--- src/rtl/sdaccel_ctrl_pkg.sv ---
// Shared constants for the SDAccel ap_ctrl_hs control-register slave.
// Register word selects, CTRL/IER/ISR bit positions and the AXI OKAY response.
package sdaccel_ctrl_pkg;

    localparam logic [1:0] RESP_OKAY = 2'b00;

    // Byte offset of arg 0; everything below it is the control block.
    localparam int unsigned ADDR_ARG_BASE = 32'h10;
    localparam int unsigned ARG_BASE_WORD = ADDR_ARG_BASE / 4;

    // Word selects of the control block (byte offsets 0x00, 0x04, 0x08, 0x0C).
    typedef enum logic [1:0] {
        RegCtrl = 2'd0,
        RegGie  = 2'd1,
        RegIer  = 2'd2,
        RegIsr  = 2'd3
    } low_reg_e;

    localparam int unsigned CTRL_AP_START     = 0;
    localparam int unsigned CTRL_DONE         = 1;
    localparam int unsigned CTRL_IDLE         = 2;
    localparam int unsigned CTRL_READY        = 3;
    localparam int unsigned CTRL_AUTO_RESTART = 7;

    localparam int unsigned IRQ_DONE  = 0;
    localparam int unsigned IRQ_READY = 1;

    function automatic logic [31:0] ctrl_word(input logic start, input logic done,
                                              input logic idle, input logic ready,
                                              input logic auto_restart);
        logic [31:0] w;
        w                    = '0;
        w[CTRL_AP_START]     = start;
        w[CTRL_DONE]         = done;
        w[CTRL_IDLE]         = idle;
        w[CTRL_READY]        = ready;
        w[CTRL_AUTO_RESTART] = auto_restart;
        return w;
    endfunction

endpackage

--- src/rtl/sdaccel_ap_ctrl.sv ---
// ap_ctrl_hs state: ap_start, auto_restart, done/ready sticky bits and the
// optional interrupt block (GIE/IER/ISR), enabled by SDACCEL_CTRL_IRQ_EN.
module sdaccel_ap_ctrl
    import sdaccel_ctrl_pkg::*;
(
    input  logic        clk,
    input  logic        reset,
    input  logic        wr_en_i,
    input  logic [1:0]  wr_sel_i,
    input  logic [7:0]  wdata_i,
    input  logic        rd_en_i,
    input  logic [1:0]  rd_sel_i,
    input  logic        ap_ready_i,
    input  logic        ap_done_i,
    input  logic        ap_idle_i,
    output logic        ap_start_o,
    output logic [31:0] rdata_o,
    output logic        interrupt_o
);

    logic start_q, start_d, auto_q, auto_d;
    logic done_q, done_d, rdy_q, rdy_d;
    logic ctrl_wr, ctrl_rd;
    logic       irq_gie;
    logic [1:0] irq_ier, irq_isr;
    logic       unused_wdata;

    assign ctrl_wr      = wr_en_i && (wr_sel_i == RegCtrl);
    assign ctrl_rd      = rd_en_i && (rd_sel_i == RegCtrl);
    assign unused_wdata = ^wdata_i[6:1];

    // Next state of start/auto_restart and the clear-on-read sticky bits (set wins).
    always_comb begin
        start_d = start_q;
        auto_d  = auto_q;
        if (ap_ready_i && !auto_q) start_d = 1'b0;
        if (ctrl_wr) begin
            if (wdata_i[CTRL_AP_START]) start_d = 1'b1;
            auto_d = wdata_i[CTRL_AUTO_RESTART];
        end
        done_d = ap_done_i  | (done_q & ~ctrl_rd);
        rdy_d  = ap_ready_i | (rdy_q  & ~ctrl_rd);
    end

    // Control state register.
    always_ff @(posedge clk or posedge reset) begin
        if (reset) begin
            start_q <= 1'b0;
            auto_q  <= 1'b0;
            done_q  <= 1'b0;
            rdy_q   <= 1'b0;
        end else begin
            start_q <= start_d;
            auto_q  <= auto_d;
            done_q  <= done_d;
            rdy_q   <= rdy_d;
        end
    end

`ifdef SDACCEL_CTRL_IRQ_EN
    logic       gie_q, gie_d, irq_q, irq_d;
    logic [1:0] ier_q, ier_d, isr_q, isr_d;

    // Interrupt registers; an enabled event beats a same-cycle ISR toggle.
    always_comb begin
        gie_d = gie_q;
        ier_d = ier_q;
        isr_d = isr_q;
        if (wr_en_i && (wr_sel_i == RegGie)) gie_d = wdata_i[0];
        if (wr_en_i && (wr_sel_i == RegIer)) ier_d = wdata_i[1:0];
        if (wr_en_i && (wr_sel_i == RegIsr)) isr_d = isr_q ^ wdata_i[1:0];
        if (ap_done_i  && ier_q[IRQ_DONE])  isr_d[IRQ_DONE]  = 1'b1;
        if (ap_ready_i && ier_q[IRQ_READY]) isr_d[IRQ_READY] = 1'b1;
        irq_d = gie_d & (|isr_d);
    end

    // Interrupt state register; the output is registered from next-state.
    always_ff @(posedge clk or posedge reset) begin
        if (reset) begin
            gie_q <= 1'b0;
            ier_q <= 2'b00;
            isr_q <= 2'b00;
            irq_q <= 1'b0;
        end else begin
            gie_q <= gie_d;
            ier_q <= ier_d;
            isr_q <= isr_d;
            irq_q <= irq_d;
        end
    end

    assign irq_gie     = gie_q;
    assign irq_ier     = ier_q;
    assign irq_isr     = isr_q;
    assign interrupt_o = irq_q;
`else
    assign irq_gie     = 1'b0;
    assign irq_ier     = 2'b00;
    assign irq_isr     = 2'b00;
    assign interrupt_o = 1'b0;
`endif

    assign ap_start_o = start_q;

    // Read mux for the control block.
    always_comb begin
        rdata_o = '0;
        unique case (rd_sel_i)
            RegCtrl: rdata_o = ctrl_word(start_q, done_q, ap_idle_i, rdy_q, auto_q);
            RegGie:  rdata_o = {31'b0, irq_gie};
            RegIer:  rdata_o = {30'b0, irq_ier};
            RegIsr:  rdata_o = {30'b0, irq_isr};
            default: rdata_o = '0;
        endcase
    end

endmodule

--- src/rtl/sdaccel_ctrl_regfile.sv ---
// AXI4-Lite control slave for SDAccel kernels: write/read channels and the
// argument registers. Optional interrupt block under SDACCEL_CTRL_IRQ_EN.
module sdaccel_ctrl_regfile
    import sdaccel_ctrl_pkg::*;
#(
    parameter int unsigned NUM_ARGS = 4,
    parameter int unsigned ADDR_W   = 12
) (
    input  logic                     clk,
    input  logic                     reset,
    input  logic                     csr_AWVALID,
    output logic                     csr_AWREADY,
    input  logic [ADDR_W-1:0]        csr_AWADDR,
    input  logic                     csr_WVALID,
    output logic                     csr_WREADY,
    input  logic [31:0]              csr_WDATA,
    input  logic [3:0]               csr_WSTRB,
    output logic                     csr_BVALID,
    input  logic                     csr_BREADY,
    output logic [1:0]               csr_BRESP,
    input  logic                     csr_ARVALID,
    output logic                     csr_ARREADY,
    input  logic [ADDR_W-1:0]        csr_ARADDR,
    output logic                     csr_RVALID,
    input  logic                     csr_RREADY,
    output logic [31:0]              csr_RDATA,
    output logic [1:0]               csr_RRESP,
    output logic                     ap_start,
    input  logic                     ap_ready,
    input  logic                     ap_done,
    input  logic                     ap_idle,
    output logic [32*NUM_ARGS-1:0]   args,
    output logic                     interrupt
);

    localparam int unsigned IW = ADDR_W - 2;

    logic                       init_q;
    logic                       aw_held_q, aw_held_d, w_held_q, w_held_d;
    logic [IW-1:0]              aw_word_q, aw_word_d;
    logic [31:0]                w_data_q, w_data_d;
    logic [3:0]                 w_strb_q, w_strb_d;
    logic                       bvalid_q, bvalid_d, rvalid_q, rvalid_d;
    logic [31:0]                rdata_q, rdata_d, rd_mux, ctrl_rdata;
    logic [NUM_ARGS-1:0][31:0]  args_q, args_d;
    logic                       aw_hs, w_hs, ar_hs, commit;
    logic [31:0]                wr_word, rd_word;
    logic                       unused_addr;

    // READYs stay low until the first edge after reset releases (init_q).
    assign csr_AWREADY = init_q && !aw_held_q && !bvalid_q;
    assign csr_WREADY  = init_q && !w_held_q && !bvalid_q;
    assign csr_ARREADY = init_q && !rvalid_q;
    assign csr_BVALID  = bvalid_q;
    assign csr_RVALID  = rvalid_q;
    assign csr_RDATA   = rdata_q;
    assign csr_BRESP   = RESP_OKAY;
    assign csr_RRESP   = RESP_OKAY;
    assign args        = args_q;

    assign aw_hs   = csr_AWVALID && csr_AWREADY;
    assign w_hs    = csr_WVALID && csr_WREADY;
    assign ar_hs   = csr_ARVALID && csr_ARREADY;
    assign commit  = aw_held_q && w_held_q;
    assign wr_word = 32'(aw_word_q);
    assign rd_word = 32'(csr_ARADDR[ADDR_W-1:2]);
    assign unused_addr = ^{csr_AWADDR[1:0], csr_ARADDR[1:0]};

    sdaccel_ap_ctrl u_ap_ctrl (
        .clk         (clk),
        .reset       (reset),
        .wr_en_i     (commit && (wr_word < ARG_BASE_WORD) && w_strb_q[0]),
        .wr_sel_i    (aw_word_q[1:0]),
        .wdata_i     (w_data_q[7:0]),
        .rd_en_i     (ar_hs && (rd_word < ARG_BASE_WORD)),
        .rd_sel_i    (csr_ARADDR[3:2]),
        .ap_ready_i  (ap_ready),
        .ap_done_i   (ap_done),
        .ap_idle_i   (ap_idle),
        .ap_start_o  (ap_start),
        .rdata_o     (ctrl_rdata),
        .interrupt_o (interrupt)
    );

    // Read decode; unmapped words return 0.
    always_comb begin
        rd_mux = '0;
        if (rd_word < ARG_BASE_WORD) rd_mux = ctrl_rdata;
        for (int k = 0; k < int'(NUM_ARGS); k++) begin
            if (rd_word == ARG_BASE_WORD + k) rd_mux = args_q[k];
        end
    end

    // Channel next-state: holding registers, commit, B and R handshakes.
    always_comb begin
        aw_held_d = aw_held_q;
        aw_word_d = aw_word_q;
        w_held_d  = w_held_q;
        w_data_d  = w_data_q;
        w_strb_d  = w_strb_q;
        bvalid_d  = bvalid_q;
        rvalid_d  = rvalid_q;
        rdata_d   = rdata_q;
        if (aw_hs) begin
            aw_held_d = 1'b1;
            aw_word_d = csr_AWADDR[ADDR_W-1:2];
        end
        if (w_hs) begin
            w_held_d = 1'b1;
            w_data_d = csr_WDATA;
            w_strb_d = csr_WSTRB;
        end
        if (commit) begin
            aw_held_d = 1'b0;
            w_held_d  = 1'b0;
            bvalid_d  = 1'b1;
        end else if (bvalid_q && csr_BREADY) begin
            bvalid_d = 1'b0;
        end
        if (ar_hs) begin
            rvalid_d = 1'b1;
            rdata_d  = rd_mux;
        end else if (rvalid_q && csr_RREADY) begin
            rvalid_d = 1'b0;
        end
    end

    // Channel state register.
    always_ff @(posedge clk or posedge reset) begin
        if (reset) begin
            init_q    <= 1'b0;
            aw_held_q <= 1'b0;
            aw_word_q <= '0;
            w_held_q  <= 1'b0;
            w_data_q  <= '0;
            w_strb_q  <= '0;
            bvalid_q  <= 1'b0;
            rvalid_q  <= 1'b0;
            rdata_q   <= '0;
        end else begin
            init_q    <= 1'b1;
            aw_held_q <= aw_held_d;
            aw_word_q <= aw_word_d;
            w_held_q  <= w_held_d;
            w_data_q  <= w_data_d;
            w_strb_q  <= w_strb_d;
            bvalid_q  <= bvalid_d;
            rvalid_q  <= rvalid_d;
            rdata_q   <= rdata_d;
        end
    end

    // Byte-strobed argument register writes at commit.
    always_comb begin
        args_d = args_q;
        if (commit) begin
            for (int k = 0; k < int'(NUM_ARGS); k++) begin
                for (int b = 0; b < 4; b++) begin
                    if ((wr_word == ARG_BASE_WORD + k) && w_strb_q[b]) begin
                        args_d[k][8*b +: 8] = w_data_q[8*b +: 8];
                    end
                end
            end
        end
    end

    // Argument register storage.
    always_ff @(posedge clk or posedge reset) begin
        if (reset) args_q <= '0;
        else       args_q <= args_d;
    end

endmodule

--- config.mk ---
export PLATFORM = sky130hd
export DESIGN_NAME = sdaccel_ctrl_regfile
export DESIGN_NICKNAME = d
export VERILOG_FILES = /design/src/rtl/sdaccel_ctrl_pkg.sv /design/src/rtl/sdaccel_ap_ctrl.sv /design/src/rtl/sdaccel_ctrl_regfile.sv
export SDC_FILE = /design/constraint.sdc
export NUM_CORES = 1
export LEC_CHECK = 0
export ABC_AREA = 1
export CORE_UTILIZATION = 40
export DETAILED_ROUTE_END_ITERATION = 8
export PLACE_DENSITY = 0.67
export SLEW_MARGIN = 20
export SYNTH_ARGS = -nofsm -noshare
export SYNTH_HDL_FRONTEND = slang
export SYNTH_HIERARCHICAL = 1
export SYNTH_SLANG_ARGS = --single-unit
--- constraint.sdc ---
create_clock -name clk -period 19.2 [get_ports clk]
set_clock_uncertainty 0.15 [all_clocks]
set_input_delay 3.84 -clock clk [delete_from_list [all_inputs] [get_ports clk]]
set_output_delay 3.84 -clock clk [all_outputs]
set_load 0.03 [all_outputs]
Word-level counts from Yosys, hierarchy flattened
Cells that the tools add are included.
{ "word_totals": {"out_inout_bits": 171, "reg_bits": 215, "in_bits": 70, "wordCells": 125} }
{ "classes": {"magnitude_cmp": 2, "eq_ne": 11, "bitwise_logic": 5, "n_reduce_logical": 61, "muxes": 17} }
{ "op_table": {"columns": ["operator", "n"], "rows": [
  ["two-way mux 32 bit", 5],
  ["== test 10 x 3 -> 1 bit, second input constant", 8],
  ["one-hot mux 32 bit (2 select lines)", 1],
  ["logical AND 1 bit", 33],
  ["AND reduction 2 bit", 16],
  ["less-than comparator 10 x 3 -> 1 bit, second input constant", 2],
  ["two-way mux 1 bit", 11],
  ["nonzero test 2 bit", 4],
  ["logical NOT 1 bit", 5],
  ["== test 2 bit, second input constant", 2],
  ["logical NOT 2 bit", 2],
  ["OR reduction 3 bit", 1],
  ["bitwise AND 1 bit", 2],
  ["== test 2 x 1 -> 1 bit, second input constant", 1],
  ["bitwise OR 1 bit", 2],
  ["NOT 1 bit", 1]
]} }

Logic depth before layout (Yosys ltp)
Gate-level depths: netlist (run 1).
{ "logic_depth": {"word_depth": 8, "mapped_depth": 11, "depth_no_buf": 10} }

Modules after synthesis
The synthesis (run 1) kept the hierarchy.
{ "modules_own_cells": {"columns": ["module", "seq_area_each_um2", "area_per_inst_um2", "cells_per_inst", "instances"], "rows": [
  ["sdaccel_ctrl_regfile", 5280.1, 9676.8, 1124, 1],
  ["sdaccel_ap_ctrl", 100.1, 427.9, 61, 1]
]} }

Worst setup path before layout (run 1)
No wires, ideal clock.
{ "synth_timing": {"path_type": "register to output", "from": "register bvalid_q (netlist: csr_BVALID)", "to": "output csr_AWREADY", "arrival_time_ps": 1287, "required_time_ps": 15210, "setup_slack_ps": 13923, "n_path_buf": 0, "path_stages_with_launch": 2, "cell_sequence": "dfrtp_1 > nor3_1"} }
{ "synth_between": {"elab_chain_cells": 2} }
{ "synth_rtl": {"columns": ["item", "line_no", "text"], "rows": [
  ["start: declaration", "sdaccel_ctrl_regfile.sv:43", "logic bvalid_q, bvalid_d, rvalid_q, rvalid_d;"],
  ["start signal: assignment", "sdaccel_ctrl_regfile.sv:147", "bvalid_q <= bvalid_d;"],
  ["logical NOT 1 bit", "sdaccel_ctrl_regfile.sv:51", "assign csr_AWREADY = init_q && !aw_held_q && !bvalid_q;"],
  ["logical AND 1 bit", "sdaccel_ctrl_regfile.sv:51", null],
  ["end: declaration", "sdaccel_ctrl_regfile.sv:12", "output logic csr_AWREADY,"]
]} }
Every way passes these cells.

Worst setup path in the final report (run 1)
{ "layout_timing": {"from": "input csr_ARADDR[10]", "to": "register rdata_q[27] (netlist: csr_RDATA[27])"} }
{ "layout_between": {"elab_chain_cells": 6, "elab_cells_between_ends": 10, "classes_between": "order compare (1); eq/ne (4); mux (5)"} }
{ "layout_rtl": {"columns": ["item", "line_no", "text"], "rows": [
  ["start: declaration", "sdaccel_ctrl_regfile.sv:23", "input logic [ADDR_W-1:0] csr_ARADDR,"],
  ["less-than comparator 10 x 3 -> 1 bit", "sdaccel_ctrl_regfile.sv:88", "if (rd_word < ARG_BASE_WORD) rd_mux = ctrl_rdata;"],
  ["two-way mux 32 bit", "sdaccel_ctrl_regfile.sv:88", null],
  ["two-way mux 32 bit (3 in a row)", "sdaccel_ctrl_regfile.sv:90", "if (rd_word == ARG_BASE_WORD + k) rd_mux = args_q[k];"],
  ["two-way mux 32 bit *", "sdaccel_ctrl_regfile.sv:90", null],
  ["end signal: assignment", "sdaccel_ctrl_regfile.sv:149", "rdata_q <= rdata_d;"],
  ["end: declaration", "sdaccel_ctrl_regfile.sv:44", "logic [31:0] rdata_q, rdata_d, rd_mux, ctrl_rdata;"]
]} }
Every way passes the cells marked *; elsewhere a longest branch is shown, timed or not.
A chain may end at the register's enable or synchronous reset.

==> results.md, run 1 <==
- Ys Warns: 6
- First-pass GRT wire length: approximately 48 mm
- CTS max path bufs: 3
- DP Wirelength: 20.2 mm
- RSZ-0062 raised after global routing: false
- Fin. Hold Viols: 0
- Cells after synthesis: around 1200
- CTS tree: built
- Fmax: around 0.15 GHz
- Synth Area per Inst: 8.53 µm²
- Worst EP arrival: 7.13 ns
- WL final: between 30 and 40 mm
- Worst path slowest cell: nand2_1
- Post-CTS setup buffers: 0
- CTS Hold Buffers Added: 0
- Setup TNS: 0 ns
- Cell Rows: 57
- Cell repeated most along the worst path: nand2_1
- Commonest cells after routing, fill and taps aside: nand2_1 (328), clkdlybuf4s50_1 (231), dfrtp_1 (215)
- Crit-path cells: clkdlybuf4s50_1 -> nor2_4 -> buf_4 -> nand2_1 -> nor2_4 -> nand2_1 -> o21ai_0 -> nand2_1 -> nand2_1 -> nand2_1
- Die X: approximately 160 µm
- I/O Pins: around 240
- Die area: ~26000 µm²
- Buf+Inv Stages, Crit Path: 2
- Synthesis-to-finish area growth: 32.1%
- Placer Congestion: 0.799
- Fraction of power consumed by sequential logic: 42.5%
- Overall Global Routing Usage: 24.0%
- Crit-path max FO: 49
- IO buf count: around 230
- Final min period: ~6.9 ns
- Final setup viols: 0
- Switching power: roughly 400 µW
- DRT Pass-1 Iters: 5
- Worst setup EP type: flip-flop
- Final std cells w/o fill: about 1700
- Post-synth design cell area: 10100 µm²
- Clock group share of total power: a little under two fifths
- GRT overflow: 0
- Yosys reg bits: 215
- # DRC: 0
- Layout cells sized above 1: under 10%
- PostCTS Resize Cnt: 0
- Sequential-to-total area share from yosys stat: between 50% and 60%
- Clk slew on worst S/H paths: approximately 0.06 ns
- Vias in the first global route: 8264
- DIE HEIGHT: 161 µm
- Most common cell after layout, fill and taps aside: nand2_1
- Status: finished clean
- Switch share: a little under a third
- Initial antenna violation count: 3
- Fin. max-slew vios: 0
- DR vias/cell: ~5
- Fillers: 2239
- Nets: approximately 1500
- Max Cap Viol: 0
- Worst-Margin Slew: a little over 1 ns
- Hold Crit Class: reg2reg
- Combinational share of power: 20.3%
- Pwr/cell area: 96.5 nW/µm²
- CP top delay family: simple AND/OR/NAND/NOR gates
- Leak pwr: about 0.0064 µW
- Clk root buf: clkbuf_16
- Critical path type: in2reg
- Final Cycle Share: between 30% and 40%
- Slew HR: a little under a third
- Distinct cells, synth: 30
- Peak VDD IR: approximately 0.054 mV
- Worst Path Required: just under 20 ns
- Worst-Skew Late Latency: 0.52 ns
- Vias: about 8700
- H-tree depth: 1
- DRT antenna net count: 0
- Core area: roughly 25000 µm²
- CP peak stage delay: 0.81 ns
- Initial Utilization: about two fifths
- TritonCTS buffer count: 24
- Initial DRC count: 555
- Placed Cells: about 1700
- Int Pwr: around 890 µW
- Num Clock Sinks: approximately 220
- Wire length per cell: around 18 µm
- Maximum number of pins on one net before global-route repair: approximately 150
- CP Launch Type: primary input
==> power groups by stage <==
stage / logic, µW / registers, µW / clock network [µW]
2_1_floorplan: 148 / 576 / 0
3_3_place_gp: 259 / 553 / 0
3_5_place_dp: 264 / 555 / 0
4_1_cts: 265 / 547 / 486
5_1_grt: 289 / 553 / 509
6_report: 261 / 547 / 479
==> Yosys cell counts (all sizes together) <==
master    n  area [µm²]
a21oi    39         195
and2      1        8.76
buf      62         463
clkbuf   24        90.1
clkinv    2        7.51
conb      3        11.3
dfrtp   215        5380
inv      90         338
mux2      7        78.8
nand2   333        1280
nand3    87         490
nand3b   12        90.1
nand4    24         150
nor2    119         457
nor3      6        57.6
nor4      1        6.26
o21ai   155         967
or2       5        33.8
==> final cells by class <==
| cell class | instances | area, µm² | share of cell area [%] |
|---|---|---|---|
| multi-input cells | 822 | 3980 | 29.8 |
| clock inverters | 4 | 70.1 | 0.525 |
| flip-flops and latches | 215 | 5380 | 40.3 |
| inverters | 92 | 353 | 2.64 |
| well taps | 324 | 405 | 3.04 |
| clock buffers | 40 | 762 | 5.71 |
| repair buffers | 239 | 2390 | 17.9 |
| diodes | 1 | 2.50 | 0.0188 |
==> state kept, by name, indices dropped and copies added (netlist names), 4 cells and up <==
| name | cells |
|---|---|
| w_data_q | 32 |
| csr_RDATA | 32 |
| w_strb_q | 4 |
| args | 128 |
| aw_word_q | 10 |
==> per-stage QoR <==
stage	area (µm²)	worst slack [ns]	hold slack, ns	utilization, %	power (µW)
after CTS	13300	12.36	0.324	54.3	1300
after floorplan	10200	9.44	0.292	-	724
after global routing	13300	12.06	0.344	54.4	1350
final	13300	12.32	0.318	54.4	1290
after global placement	12500	11.33	0.306	50.8	811
after detailed placement	12500	11.79	0.310	50.9	819
==> worst min-delay path, stage by stage (launching register included) <==
cell	delay, ns
dfrtp_1	0.34
nand2_1	0.05
nand2_1	0.04
==> final timing paths <==
path	startpoint	endpoint	slack, ns	cells after the start
setup / recovery	csr_ARADDR[10]	csr_RDATA[27]$_DFFE_PP0P_	12.32	10
hold / removal	u_ap_ctrl/done_q$_DFF_PP0_	u_ap_ctrl/done_q$_DFF_PP0_	0.32	2
setup reg to reg	init_q$_DFF_PP0_	csr_RDATA[8]$_DFFE_PP0P_	16.53	9
hold reg to reg	u_ap_ctrl/done_q$_DFF_PP0_	u_ap_ctrl/done_q$_DFF_PP0_	0.32	2
max in group asynchronous	reset	w_data_q[18]$_DFFE_PP0P_	14.14	3
min in group asynchronous	reset	u_ap_ctrl/ap_start_o$_DFF_PP0_	3.54	2
==> kinds of logic after synthesis <==
kind of cell	after synthesis	share of synthesized area [%]
AND/OR/NAND/NOR	588	25.5
multiplexers	7	0.780
flip-flops	215	53.2
other	3	0.111
buffers and inverters	178	8.89
AO/OA/AOI/OAI	194	11.5
==> layer usage <==
layer  up-vias  global-route usage (%)  routed length [µm]
met5         -                       0                  27
met4         4                    7.12                 791
met3        64                    5.48                2200
met2       278                    39.8               14700
met1      4132                    31.2               13100
li1       4181                       -                   -
(Power assumes the default switching activity.)
==> run 2: changes to the inputs <==
--- a/config.mk
+++ b/config.mk
@@ -8,7 +8,7 @@
 export ABC_AREA = 1
 export CORE_UTILIZATION = 40
 export DETAILED_ROUTE_END_ITERATION = 8
-export PLACE_DENSITY = 0.67
+export PLACE_DENSITY = 0.69
 export SLEW_MARGIN = 20
 export SYNTH_ARGS = -nofsm -noshare
 export SYNTH_HDL_FRONTEND = slang
==> constraint.sdc (replaced) <==
create_clock -name clk -period 5.7 [get_ports clk]
set_clock_uncertainty 0.15 [all_clocks]
set_input_delay 1.14 -clock clk [delete_from_list [all_inputs] [get_ports clk]]
set_output_delay 1.14 -clock clk [all_outputs]
set_load 0.03 [all_outputs]
==> run 2 against run 1 <==
Net effect:
- sequential power rose to 3.4 times the previous value
- critical path type unchanged
- highest routed layer is now met4
- worst hold slack improved by 0.0098 ns
- die area did not move
==> results.md, run 2 (synthesized netlist as in run 1, its figures left out) <==
- Status: finished clean (unchanged)
- Initial Utilization: 41.2% (unchanged)
- Worst Path Required: 5.95 ns (was 19.45 ns)
- RSZ-0062 raised after global routing: false (unchanged)
- Vias in the first global route: 8465 (was 8264)
- DRT antenna net count: 0 (unchanged)
- Fin. Hold Viols: 0 (unchanged)
- Worst setup EP type: flip-flop (unchanged)
- Critical path type: in2reg (unchanged)
- Synthesis-to-finish area growth: 32.1% (about the same)
- I/O Pins: 241 (unchanged)
- Maximum number of pins on one net before global-route repair: 98 (was 147)
- H-tree depth: 1 (unchanged)
- First-pass GRT wire length: 48.7 mm (was 47.7 mm)
- Leak pwr: 0.00639 µW (was 0.00637 µW)
- CTS tree: built (unchanged)
- Num Clock Sinks: 215 (unchanged)
- Clk slew on worst S/H paths: 0.06 ns (about the same)
- Core area: 24500 µm² (unchanged)
- Worst-Margin Slew: 1.03 ns (was 1.04 ns)
- Final min period: 3.56 ns
- Final std cells w/o fill: 1738 (was 1737)
- CTS max path bufs: 3 (unchanged)
- DRT Pass-1 Iters: 5 (unchanged)
- Placer Congestion: 0.789 (was 0.799)
- Final Cycle Share: between 60% and 70%
- R2r worst-path depth: 4 (was 9)
- Cell Rows: 57 (unchanged)
- CP Launch Type: primary input (unchanged)
- Commonest cells after routing, fill and taps aside: nand2_1 (328), clkdlybuf4s50_1 (231), dfrtp_1 (215) (unchanged)
- DIE HEIGHT: 161 µm (unchanged)
- Most common cell after layout, fill and taps aside: nand2_1 (unchanged)
- Worst EP arrival: 3.81 ns (was 7.13 ns)
- Nets: 1467 (was 1464)
- Placed Cells: 1695 (was 1691)
- Vias: 8739 (was 8659)
- Clk root buf: clkbuf_16 (unchanged)
- Die area: 25900 µm² (unchanged)
- Max reg flops: 128 (unchanged)
- Layout cells sized above 1: 10.3% (was 9.92%)
- Max Cap Viol: 0 (unchanged)
- DR vias/cell: 5.03 (was 4.99)
- Power, Total: 4340 µW (was 1290 µW)
- Final setup viols: 0 (unchanged)
- Die X: 161 µm (unchanged)
- TritonCTS buffer count: 24 (unchanged)
- # DRC: 0 (unchanged)
- PostCTS Resize Cnt: 0 (unchanged)
- IO buf count: 231 (unchanged)
- Final Util: 54.4% (about the same)
- Hold Crit Class: reg2reg (unchanged)
- WL final: 31.1 mm (was 30.7 mm)
- Fin. max-slew vios: 0 (unchanged)
- Crit-path max FO: 18 (was 49)
- CTS Hold Buffers Added: 0 (unchanged)
- Slew HR: 30.9% (was 30.5%)
- Post-CTS setup buffers: 0 (unchanged)
- Wire length per cell: 17.9 µm (was 17.7 µm)
- Pwr/cell area: 325 nW/µm² (was 96.5 nW/µm²)
- Hold Path Depth: 2 (unchanged)
- Fillers: 2279 (was 2239)
- Setup TNS: 0 ns (unchanged)
- GRT overflow: 0 (unchanged)
- DP Wirelength: 20.5 mm (was 20.2 mm)
- Initial antenna violation count: 0 (was 3)
- Worst hold slack: 0.327 ns (was 0.318 ns)
- Worst-Skew Late Latency: 0.51 ns (was 0.52 ns)
- Overall Global Routing Usage: 24.5% (was 24.0%)
- Peak VDD IR: 0.169 mV (was 0.0537 mV)
- Ant. Diodes: 0 (was 1)
- Initial DRC count: 511 (was 555)
- Fmax: between 0.2 and 0.3 GHz
[run 2: cell count changes in the layout (fill, tap and decap cells not counted), sizes merged]
cell	delta
diode	-1
bufinv	+1
buf	+3
clkinv	+6
clkbuf	-8
inv	-1
clkinvlp	+1
[run 2: critical path: stages]
cell and delay (ns):
clkdlybuf4s50_1 0.40, nor2_1 0.10, nand2_1 0.34, nor3_4 0.46, buf_4 0.37, nand2_1 0.55
nor2_1 0.26, nor2_1 0.07, nand2_1 0.06, nand2_1 0.05
[run 2: final cells by class]
class | instances | area [µm²] | share of cell area [%]
well taps | 324 | 405 | 3.04
clock buffers | 32 | 692 | 5.18
clock inverters | 11 | 130 | 0.975
flip-flops and latches | 215 | 5380 | 40.3
inverters | 92 | 349 | 2.61
multi-input cells | 822 | 3980 | 29.8
repair buffers | 242 | 2420 | 18.1
[run 2: metal layers]
metal	up-vias	GRT usage, %	part of all wire, %
met4	0	6.17	2.3
met2	319	40.1	47
met5	-	0	0
met3	49	5.14	7.4
met1	4187	33.0	43
li1	4184	-	-
[run 2: stage by stage]
step	area (µm²)	setup slack (ns)
floorplan	10200	1.67
global placement	12500	1.67
detailed placement	12500	1.64
CTS	13300	2.19
global route	13400	1.99
finish	13400	2.14
[run 2: worst paths after layout]
kind,from,endpoint,slack [ns]
max,csr_ARADDR[8],csr_RDATA[19]$_DFFE_PP0P_,2.14
min,csr_RDATA[13]$_DFFE_PP0P_,csr_RDATA[13]$_DFFE_PP0P_,0.33
max reg2reg,w_held_q$_DFFE_PP0P_,w_strb_q[0]$_DFFE_PP0P_,3.34
min reg2reg,csr_RDATA[13]$_DFFE_PP0P_,csr_RDATA[13]$_DFFE_PP0P_,0.33
max in group asynchronous,reset,w_data_q[18]$_DFFE_PP0P_,3.43
min in group asynchronous,reset,u_ap_ctrl/ap_start_o$_DFF_PP0_,0.77
[run 2: power breakdown]
group          switching (µW)  internal, µW  leakage (µW)
registers                 106          1740       0.00284
clock network             634           985      0.000414
logic                     602           282       0.00314
